[src/rtl/sub_divider_if.sv]
// Request/result and external-subtractor signals of the 4-bit repeated-subtraction divider.
// The divider uses the slave modport; the requester and the subtractor model use the master modport.
interface sub_divider_if;
    logic       start;
    logic [3:0] dividend;
    logic [3:0] divisor;
    logic [3:0] sub_a;
    logic [3:0] sub_b;
    logic       sub_e;
    logic [3:0] sub_d;
    logic       sub_bout;
    logic       busy;
    logic       done;
    logic [3:0] quotient;
    logic [3:0] remainder;
    logic       div_by_zero;

    modport master (
        output start, dividend, divisor, sub_d, sub_bout,
        input  sub_a, sub_b, sub_e, busy, done, quotient, remainder, div_by_zero
    );

    modport slave (
        input  start, dividend, divisor, sub_d, sub_bout,
        output sub_a, sub_b, sub_e, busy, done, quotient, remainder, div_by_zero
    );
endinterface

[src/rtl/sub_divider.sv]
// 4-bit unsigned divider doing one subtraction per SUB cycle on an external subtractor.
// Optional SUB_DIVIDER_ZERO_CHECK_EN: a zero divisor skips SUB and reports div_by_zero.
module sub_divider (
    input  logic         clk,
    input  logic         rst_n,
    sub_divider_if.slave bus
);
    localparam logic [1:0] IDLE = 2'd0;
    localparam logic [1:0] SUB  = 2'd1;
    localparam logic [1:0] DONE = 2'd2;

    logic [1:0] state;
    logic [3:0] r;
    logic [3:0] d;
    logic [3:0] q;
    logic [3:0] quot;
    logic [3:0] rem;
    logic       dbz;
    logic       sub_end;

    // Stop on a borrow, or once Q is saturated so it never wraps.
    assign sub_end = bus.sub_bout || (q == 4'hF);

    always_ff @(posedge clk or negedge rst_n) begin
        if (!rst_n) begin
            state <= IDLE;
            r     <= 4'h0;
            d     <= 4'h0;
            q     <= 4'h0;
            quot  <= 4'h0;
            rem   <= 4'h0;
            dbz   <= 1'b0;
        end else begin
            case (state)
                IDLE: begin
                    if (bus.start) begin
                        r   <= bus.dividend;
                        d   <= bus.divisor;
                        q   <= 4'h0;
                        dbz <= 1'b0;
`ifdef SUB_DIVIDER_ZERO_CHECK_EN
                        if (bus.divisor == 4'h0) begin
                            q     <= 4'hF;
                            quot  <= 4'hF;
                            rem   <= bus.dividend;
                            dbz   <= 1'b1;
                            state <= DONE;
                        end else begin
                            state <= SUB;
                        end
`else
                        state <= SUB;
`endif
                    end
                end
                SUB: begin
                    if (sub_end) begin
                        quot  <= q;
                        rem   <= r;
                        state <= DONE;
                    end else begin
                        r <= bus.sub_d;
                        q <= q + 4'h1;
                    end
                end
                DONE:    state <= IDLE;
                default: state <= IDLE;
            endcase
        end
    end

    assign bus.sub_a       = r;
    assign bus.sub_b       = d;
    assign bus.sub_e       = (state == SUB);
    assign bus.busy        = (state != IDLE);
    assign bus.done        = (state == DONE);
    assign bus.quotient    = quot;
    assign bus.remainder   = rem;
    assign bus.div_by_zero = dbz;
endmodule

[src/flat_wrapper.sv]
// flat-port wrapper written by rule: the top's interface ports become plain ports
module sub_divider_flat 
  (clk, rst_n, bus_start, bus_dividend, bus_divisor, bus_sub_d, bus_sub_bout, bus_sub_a, bus_sub_b, bus_sub_e, bus_busy, bus_done, bus_quotient, bus_remainder, bus_div_by_zero);
  sub_divider_if bus_i ();
  input  logic clk;
  input  logic rst_n;
  input wire logic [$bits(bus_i.start)-1:0] bus_start;
  input wire logic [$bits(bus_i.dividend)-1:0] bus_dividend;
  input wire logic [$bits(bus_i.divisor)-1:0] bus_divisor;
  input wire logic [$bits(bus_i.sub_d)-1:0] bus_sub_d;
  input wire logic [$bits(bus_i.sub_bout)-1:0] bus_sub_bout;
  output wire logic [$bits(bus_i.sub_a)-1:0] bus_sub_a;
  output wire logic [$bits(bus_i.sub_b)-1:0] bus_sub_b;
  output wire logic [$bits(bus_i.sub_e)-1:0] bus_sub_e;
  output wire logic [$bits(bus_i.busy)-1:0] bus_busy;
  output wire logic [$bits(bus_i.done)-1:0] bus_done;
  output wire logic [$bits(bus_i.quotient)-1:0] bus_quotient;
  output wire logic [$bits(bus_i.remainder)-1:0] bus_remainder;
  output wire logic [$bits(bus_i.div_by_zero)-1:0] bus_div_by_zero;
  assign bus_i.start = bus_start;
  assign bus_i.dividend = bus_dividend;
  assign bus_i.divisor = bus_divisor;
  assign bus_i.sub_d = bus_sub_d;
  assign bus_i.sub_bout = bus_sub_bout;
  assign bus_sub_a = bus_i.sub_a;
  assign bus_sub_b = bus_i.sub_b;
  assign bus_sub_e = bus_i.sub_e;
  assign bus_busy = bus_i.busy;
  assign bus_done = bus_i.done;
  assign bus_quotient = bus_i.quotient;
  assign bus_remainder = bus_i.remainder;
  assign bus_div_by_zero = bus_i.div_by_zero;
  sub_divider u_core (.clk(clk), .rst_n(rst_n), .bus(bus_i));
endmodule
[config.mk]
export PLATFORM = sky130hd
export DESIGN_NAME = sub_divider_flat
export DESIGN_NICKNAME = d
export VERILOG_FILES = /design/src/rtl/sub_divider_if.sv /design/src/rtl/sub_divider.sv /design/src/flat_wrapper.sv
export SDC_FILE = /design/constraint.sdc
export NUM_CORES = 1
export LEC_CHECK = 0
export CAP_MARGIN = 15
export CORE_MARGIN = 8
export CORE_UTILIZATION = 30
export CTS_CLUSTER_DIAMETER = 30
export DETAILED_ROUTE_END_ITERATION = 16
export GPL_TIMING_DRIVEN = 0
export PLACE_DENSITY_LB_ADDON = 0.25
export SLEW_MARGIN = 10
export SYNTH_ARGS = -nofsm -noshare
export SYNTH_HDL_FRONTEND = slang
export SYNTH_SLANG_ARGS = --single-unit
[constraint.sdc]
create_clock -name clk -period 2.9 [get_ports clk]
set_input_delay 0.435 -clock clk [delete_from_list [all_inputs] [get_ports clk]]
set_output_delay 0.435 -clock clk [all_outputs]
set_load 0.01 [all_outputs]
Word level (Yosys, flattened, before mapping). Cells that the tools add are included.

Register bits after elaboration: 22. Input port bits: 16.

Add/subtract/negate cells: 1. Multiplexer cells: 9. Eq/ne operators: 6. Reductions and logical operators: 8.

Operators with widths (count): two-way mux 4 bit (4); one-hot mux 4 bit (2 select lines) (2); AND reduction 2 bit (3); adder 4 x 1 -> 4 bit (second input constant) (1); equality test 4 bit (second input constant) (1); two-way mux 2 bit (2); inequality test 2 bit (second input constant) (2); one-hot mux 2 bit (2 select lines) (1); nonzero test 2 bit (2); AND reduction 3 bit (1); equality test 2 x 1 -> 1 bit (second input constant) (1); equality test 2 bit (second input constant) (1); logical NOT 2 bit (1); inequality test 2 x 1 -> 1 bit (second input constant) (1); logical OR 1 bit (1).

Longest topological paths before layout. Gate-level depths: netlist of run 1.

Depth after elaboration: 4. Mapped depth: 5.

Worst setup path before layout of run 1. No wires, ideal clock.

Path kind: register to register. Start point: reg u_core.q[0]. End point: reg u_core.r[0] (netlist: u_core.bus.sub_a[0]). Period minus slack after synthesis: 1.570 ns. Required time: 2.775 ns. Buffers on the path: 1. Cell stages (with the launch flop): 6. Setup slack: 1.330 ns. Data arrival time: 1.445 ns. Cells stage by stage: dfrtp_1 ha_1 a31oi_2 a21o_1 buf_6 mux2_4.

Longest elaborated chain between the ends: 4.

RTL lines: from (decl) (RTL line sub_divider.sv:15) `logic [3:0] q;`; from (signal assigned) (RTL line sub_divider.sv:63) `q <= q + 4'h1;`; equality test 4 bit (RTL line sub_divider.sv:22) `assign sub_end = bus.sub_bout || (q == 4'hF);`; logical OR 1 bit (RTL line sub_divider.sv:22); inequality test 2 bit (no line); AND reduction 3 bit (no line); to (signal assigned) (RTL line sub_divider.sv:37) `r <= bus.dividend;`; to (signal assigned) (RTL line sub_divider.sv:62) `r <= bus.sub_d;`; to (decl) (RTL line sub_divider.sv:13) `logic [3:0] r;`.

Every way passes these cells. A chain may end at the register's enable or synchronous reset.

Worst setup path after layout of run 1.
Start point: reg u_core.state[1]. End point: out bus_sub_e.

Longest elaborated chain between the ends: 1.

RTL lines: from (decl) (RTL line sub_divider.sv:12) `logic [1:0] state;`; from (signal assigned) (RTL line sub_divider.sv:26) `state <= IDLE;`; from (signal assigned) (RTL line sub_divider.sv:52) `state <= SUB;`; from (signal assigned) (RTL line sub_divider.sv:60) `state <= DONE;`; equality test 2 x 1 -> 1 bit (RTL line sub_divider.sv:74) `assign bus.sub_e = (state == SUB);`; to (decl) (RTL line flat_wrapper.sv:14) `output wire logic [$bits(bus_i.sub_e)-1:0] bus_sub_e;`.

Every way passes these cells.

==> results of run 1 <==
[layer usage]
metal | GRT usage [%] | part of all wire (%)
met3 | 4.258 | 10
met1 | 9.400 | 40
met4 | 4.000 | 1.3
met2 | 13.32 | 48
met5 | 0 | 0
[sequential cells by signal, summed over array words and instances, names as in the netlist]
| name | flops |
|---|---|
| u_core.bus.sub_b | 4 |
| u_core.q | 4 |
| u_core.state | 2 |
| u_core.bus.sub_a | 4 |
| u_core.bus.remainder | 4 |
| u_core.bus.quotient | 4 |
[worst register-to-register path, stage by stage, from the launching register on]
cell and delay, ns:
dfrtp_1 0.44, ha_1 0.25, a31oi_2 0.30, a21o_1 0.18
buf_6 0.15, mux2_4 0.31
[final cells by class]
type	count	area, µm²
fill	286	1658
clock buffer	3	22.52
tap	44	55.05
sequential	22	550.5
clock inverter	1	30.03
multi-input combinational	40	387.9
timing repair buffer	34	340.3
buffer	2	18.77
inverter	4	15.01
[power by group]
group	internal, mW	switching [mW]
sequential	0.441	0.0960
combinational	0.391	0.228
clock	0.140	0.0939
[through the flow]
| step | hold slack (ns) | area, µm² | cells |
|---|---|---|---|
| floorplan | 0.1394 | 972.2 | 68 |
| global placement | 0.4906 | 1368 | 146 |
| detailed placement | 0.4976 | 1368 | 146 |
| CTS | 0.5269 | 1420 | 150 |
| global route | 0.5502 | 1420 | 150 |
| finish | 0.5247 | 1420 | 150 |
[layout by cell type, fill, tap and decap left out]
cell / Yosys / routed
clkdlybuf4s50_1: 0 / 34
dfrtp_1: 22 / 22
mux2_2: 16 / 16
mux2_4: 4 / 4
inv_1: 3 / 3
clkbuf_4: 0 / 3
a31oi_1: 2 / 2
nand2_1: 2 / 2
nand3_1: 2 / 2
nand2b_4: 1 / 1
inv_2: 1 / 1
or2_2: 1 / 1
nor2b_1: 1 / 1
a31oi_2: 1 / 1
nor3b_2: 1 / 1
a21o_1: 1 / 1
buf_6: 1 / 1
nor2_2: 1 / 1
o21a_1: 1 / 1
a21oi_1: 1 / 1
mux2i_1: 1 / 1
o21ai_0: 1 / 1
o31a_1: 1 / 1
ha_1: 1 / 1
buf_4: 1 / 1
conb_1: 1 / 1
bufinv_16: 0 / 1
[path summary, 6_finish.rpt]
kind / end / slack, ns / depth (start not counted)
min in group asynchronous: u_core.bus.remainder[0]$_DFFE_PN0P_ / 0.63 / 1
min: u_core.bus.sub_b[1]$_DFFE_PN0P_ / 0.52 / 1
min reg2reg: u_core.bus.sub_b[1]$_DFFE_PN0P_ / 0.52 / 1
max: bus_sub_e / 0.79 / 3
max in group asynchronous: u_core.bus.remainder[2]$_DFFE_PN0P_ / 1.69 / 1
max reg2reg: u_core.bus.sub_a[2]$_DFFE_PN0P_ / 1.17 / 5
[cell families after synthesis]
logic type,Yosys count,synth area share [%]
flip-flops,22,56.63
multiplexers,21,25.74
AND/OR/NAND/NOR,9,6.436
AO/OA/AOI/OAI,8,6.048
buffers and inverters,6,3.475
adder cells (fa/ha/maj),1,1.287
other,1,0.3857
==> run_results.csv, run 1 <==
group,metric,value,unit
route,totalWireLength,2031,µm
route,drtIter0Drc,16,
timing,worst_pin_slew,0.9416,ns
timing,rsz0062_at_grt,"no",
yosys,synth.most_common_cell,"dfrtp_1",
route,dr_total_vias,669,
yosys,syn_nets,85,
yosys,yosysWarnings,0,
floorplan,core_area,3078,µm²
grt,grtUsageTotal,8.521,%
setup_path,crit_fanout,10,
timing,drv_slew,0,
grt,overflow,0,
clocking,cts_buffer_depth,2,
route,via_per_inst,4.460,
yosys,synth_cells,68,
cells_and_area,diodes,0,
clocking,cts_root_buf,"clkbuf_4",
route,wl_per_cell,13.54,µm
setup_path,cp_top_family,"buffers and inverters",
yosys,dominantRegCellSynth,"dfrtp_1",
yosys,ys_ff_latch,22,
setup_path,cp-end-kind,"output port",
floorplan,fp-row-count,20,
floorplan,die_height,72.93,µm
setup_path,r2r-start,"u_core.q[0]$_DFFE_PN0P_",
min_path,hold_class,"reg2reg",
timing,setup-tns-final,0,ns
cells_and_area,final_nets,124,
grt,grt_pass1_wl,3539,µm
timing,clock_skew,0.008218,ns
yosys,synthTopCellsByCount,"dfrtp_1 (22), mux2_2 (16), mux2_4 (4), inv_1 (3)",
power_and_ir_drop,p_leak,0.6120,nW
timing,hold_violations,0,
power_and_ir_drop,power,1.389,mW
yosys,synthTopCellsByArea,"dfrtp_1 (57%), mux2_2 (19%), mux2_4 (6.2%)",
timing,period_needed,2.110,ns
timing,max_freq,473.9,MHz
floorplan,dieArea,5318,µm²
timing,slew_headroom,37.03,%
floorplan,io_pins,36,
floorplan,start_util,31.59,%
place,numPortBuffers,34,
place,dp_hpwl,1540,µm
setup_path,start_kind,"register",
cells_and_area,utilization,46.14,%
clocking,cts_max_level,1,
route,drc,0,
setup_path,slowest_stage,"clkdlybuf4s50_1",
setup_path,slowest_delay,0.58,ns
place,gp_congestion,0.7275,
setup_path,required,2.47,ns
clocking,clk_latency,0.31,ns
yosys,synthDominantCellAreaShare,56.63,%
setup_path,path_cells,"nand2b_4 -> inv_2 -> clkdlybuf4s50_1",
yosys,async_flop_share,100.0,%
power_and_ir_drop,p_per_area,977.9,nW/µm²
yosys,synth_edf_count,0,
route,ant_nets,0,
yosys,syn_area,972.2,µm²
timing,fin_crit_sh,72.76,%
outcome,status,"finished clean",
yosys,post_synth.cell_area_avg,14.30,µm²
timing,setup-violations-final,0,
cells_and_area,syn_to_final_growth,46.07,%
clocking,holdBufCountCts,0,
cells_and_area,drive_above_1_share,30.19,%
place,dp_slack,0.8867,ns
route,dr.pass1.iters,4,
job,maxCapViolations,0,
yosys,synth_top_area_cell,"dfrtp_1",
clocking,cts_buffers,3,
yosys,ys_types,24,
clocking,cts-resized-gates,0,
setup_path,worst_ep_arrival_time,1.68,ns
floorplan,die_w,72.93,µm
min_path,min_from,"u_core.bus.sub_b[1]$_DFFE_PN0P_",
clocking,clk_pin_slew,0.13,ns
clocking,postCtsSetupRepairBufs,0,
setup_path,critical_path_class,"reg2out",
timing,fin_ws,0.7899,ns
grt,grt_start_max_net_pins,23,
grt,antenna_found_initial,0,
clocking,cts.sinks,22,
yosys,ys_seq_area_share,56.63,%
setup_path,worstSetupStartpoint,"u_core.state[1]$_DFFE_PN0P_",
grt,grt_pass1_vias,759,
setup_path,critical_path_buf_inv_count,2,
clocking,cts_tree,"done",
power_and_ir_drop,vdd_drop_max,0.4228,mV
Power figures use the tool's default switching activity.
==> run 2: changes to the inputs <==
clock period = 1.8 ns   (was 2.9 ns; I/O delays follow)
==> run_results.csv, run 2 (synthesis gave the netlist of run 1 again) <==
group,metric,value,unit
route,drtIter0Drc,21,
timing,max_freq,584.9,MHz
floorplan,dieArea,5318,µm²
clocking,cts_root_buf,"clkbuf_4",
clocking,clk_latency,0.31,ns
clocking,cts_buffers,3,
route,totalWireLength,2118,µm
setup_path,required,2.00,ns
cells_and_area,final_common_cell,"clkdlybuf4s50_1",
grt,grtUsageTotal,8.834,%
route,wl_per_cell,13.84,µm
timing,worst_pin_slew,0.9698,ns
timing,hold_ws,0.4841,ns
floorplan,core_area,3078,µm²
setup_path,slowest_delay,0.44,ns
clocking,cts_max_level,1,
min_path,hold_class,"in2async",
setup_path,start_kind,"register",
place,dp_cells,146,
outcome,status,"finished clean",
cells_and_area,drive_above_1_share,32.11,%
setup_path,critical_path_buf_inv_count,1,
timing,clock_skew,0.005274,ns
cells_and_area,final_nets,127,
place,dp_hpwl,1540,µm
timing,setup-tns-final,0,ns
cells_and_area,instances_no_fill,153,
route,via_per_inst,4.497,
clocking,cts_buffer_depth,2,
setup_path,cp_top_family,"compound AO/OA/AOI/OAI gates",
floorplan,start_util,31.59,%
grt,antenna_found_initial,0,
timing,setup-violations-final,0,
setup_path,path_cells,"ha_1 -> a31oi_4 -> a21o_1 -> buf_6 -> mux2_4",
route,dr.pass1.iters,2,
clocking,holdBufCountCts,0,
timing,drv_slew,0,
grt,grt_pass1_vias,781,
timing,period_needed,1.710,ns
floorplan,die_height,72.93,µm
floorplan,io_pins,36,
job,maxCapViolations,0,
grt,overflow,0,
setup_path,cp-end-kind,"register",
timing,rsz0062_at_grt,"no",
grt,grt_pass1_wl,3705,µm
timing,fin_crit_sh,94.98,%
power_and_ir_drop,p_per_area,1559,nW/µm²
floorplan,die_w,72.93,µm
clocking,clk_pin_slew,0.12,ns
clocking,cts_tree,"done",
power_and_ir_drop,p_leak,0.6407,nW
route,ant_nets,0,
floorplan,fp-row-count,20,
timing,slew_headroom,35.14,%
setup_path,crit_fanout,9,
route,drc,0,
cells_and_area,diodes,0,
power_and_ir_drop,vdd_drop_max,0.6679,mV
setup_path,critical_path_class,"reg2reg",
place,gp_congestion,0.7275,
setup_path,worst_ep_arrival_time,1.91,ns
cells_and_area,utilization,47.44,%
route,dr_total_vias,688,
cells_and_area,syn_to_final_growth,50.19,%
timing,hold_violations,0,
clocking,cts.sinks,22,
cells_and_area,final_cell_mix,"clkdlybuf4s50_1 (32), dfrtp_1 (22), mux2_2 (16)",
setup_path,slowest_stage,"dfrtp_1",
grt,grt_start_max_net_pins,23,
place,numPortBuffers,34,
run 2: cell count changes in the layout (fill, tap and decap cells not counted), sizes merged:
| cell | before | now |
|---|---|---|
| clkdlybuf4s50 | 34 | 32 |
| buf | 2 | 5 |
| dlygate4sd2 | 0 | 1 |
| dlymetal6s2s | 0 | 1 |
run 2: through the flow:
stage | total power, mW | cell area, µm² | setup slack [ns]
6_report | 2.276 | 1460 | 0.09045
5_1_grt | 2.431 | 1460 | 0.01261
4_1_cts | 2.305 | 1444 | 0.009169
3_5_place_dp | 1.892 | 1368 | -0.04833
3_3_place_gp | 1.863 | 1368 | -0.004685
2_1_floorplan | 1.360 | 972.2 | 0.2302
run 2: layer usage:
metal  track usage (%)  routed length [µm]
met5                 0                   0
met3             4.258                 209
met4             4.000                  27
met2             13.72                1030
met1             9.968                 851
run 2: final timing paths:
check                                           startpoint                             endpoint  slack [ns]  depth (start not counted)
max                                u_core.q[0]$_DFFE_PN0P_      u_core.bus.sub_a[2]$_DFFE_PN0P_        0.09                          5
min                                                  rst_n  u_core.bus.remainder[0]$_DFFE_PN0P_        0.48                          1
max reg2reg                        u_core.q[0]$_DFFE_PN0P_      u_core.bus.sub_a[2]$_DFFE_PN0P_        0.09                          5
min reg2reg                u_core.bus.sub_b[1]$_DFFE_PN0P_      u_core.bus.sub_b[1]$_DFFE_PN0P_        0.52                          1
max in group asynchronous                            rst_n  u_core.bus.remainder[2]$_DFFE_PN0P_        0.73                          1
min in group clk           u_core.bus.sub_b[1]$_DFFE_PN0P_      u_core.bus.sub_b[1]$_DFFE_PN0P_        0.52                          1
run 2: what timing repair did:
action                     CTS  global route
setup buffers                3             0
setup endpoints to repair    2            12
resized for setup            2             3
run 2: final cells by class:
cell class / count / area, µm²
fillers: 289 / 1618
well taps: 44 / 55.05
clock inverters: 1 / 30.03
flip-flops and latches: 22 / 550.5
plain buffers: 2 / 18.77
clock buffers: 3 / 22.52
repair buffers: 37 / 364.1
multi-input cells: 40 / 401.6
inverters: 4 / 17.52
run 2: power breakdown:
part / total [mW] / leakage, nW / internal [mW] / switching (mW)
logic: 1.04 / 0.340 / 0.649 / 0.387
clock network: 0.373 / 0.0279 / 0.225 / 0.148
registers: 0.867 / 0.273 / 0.710 / 0.157
total: 2.28 / 0.641 / 1.58 / 0.692
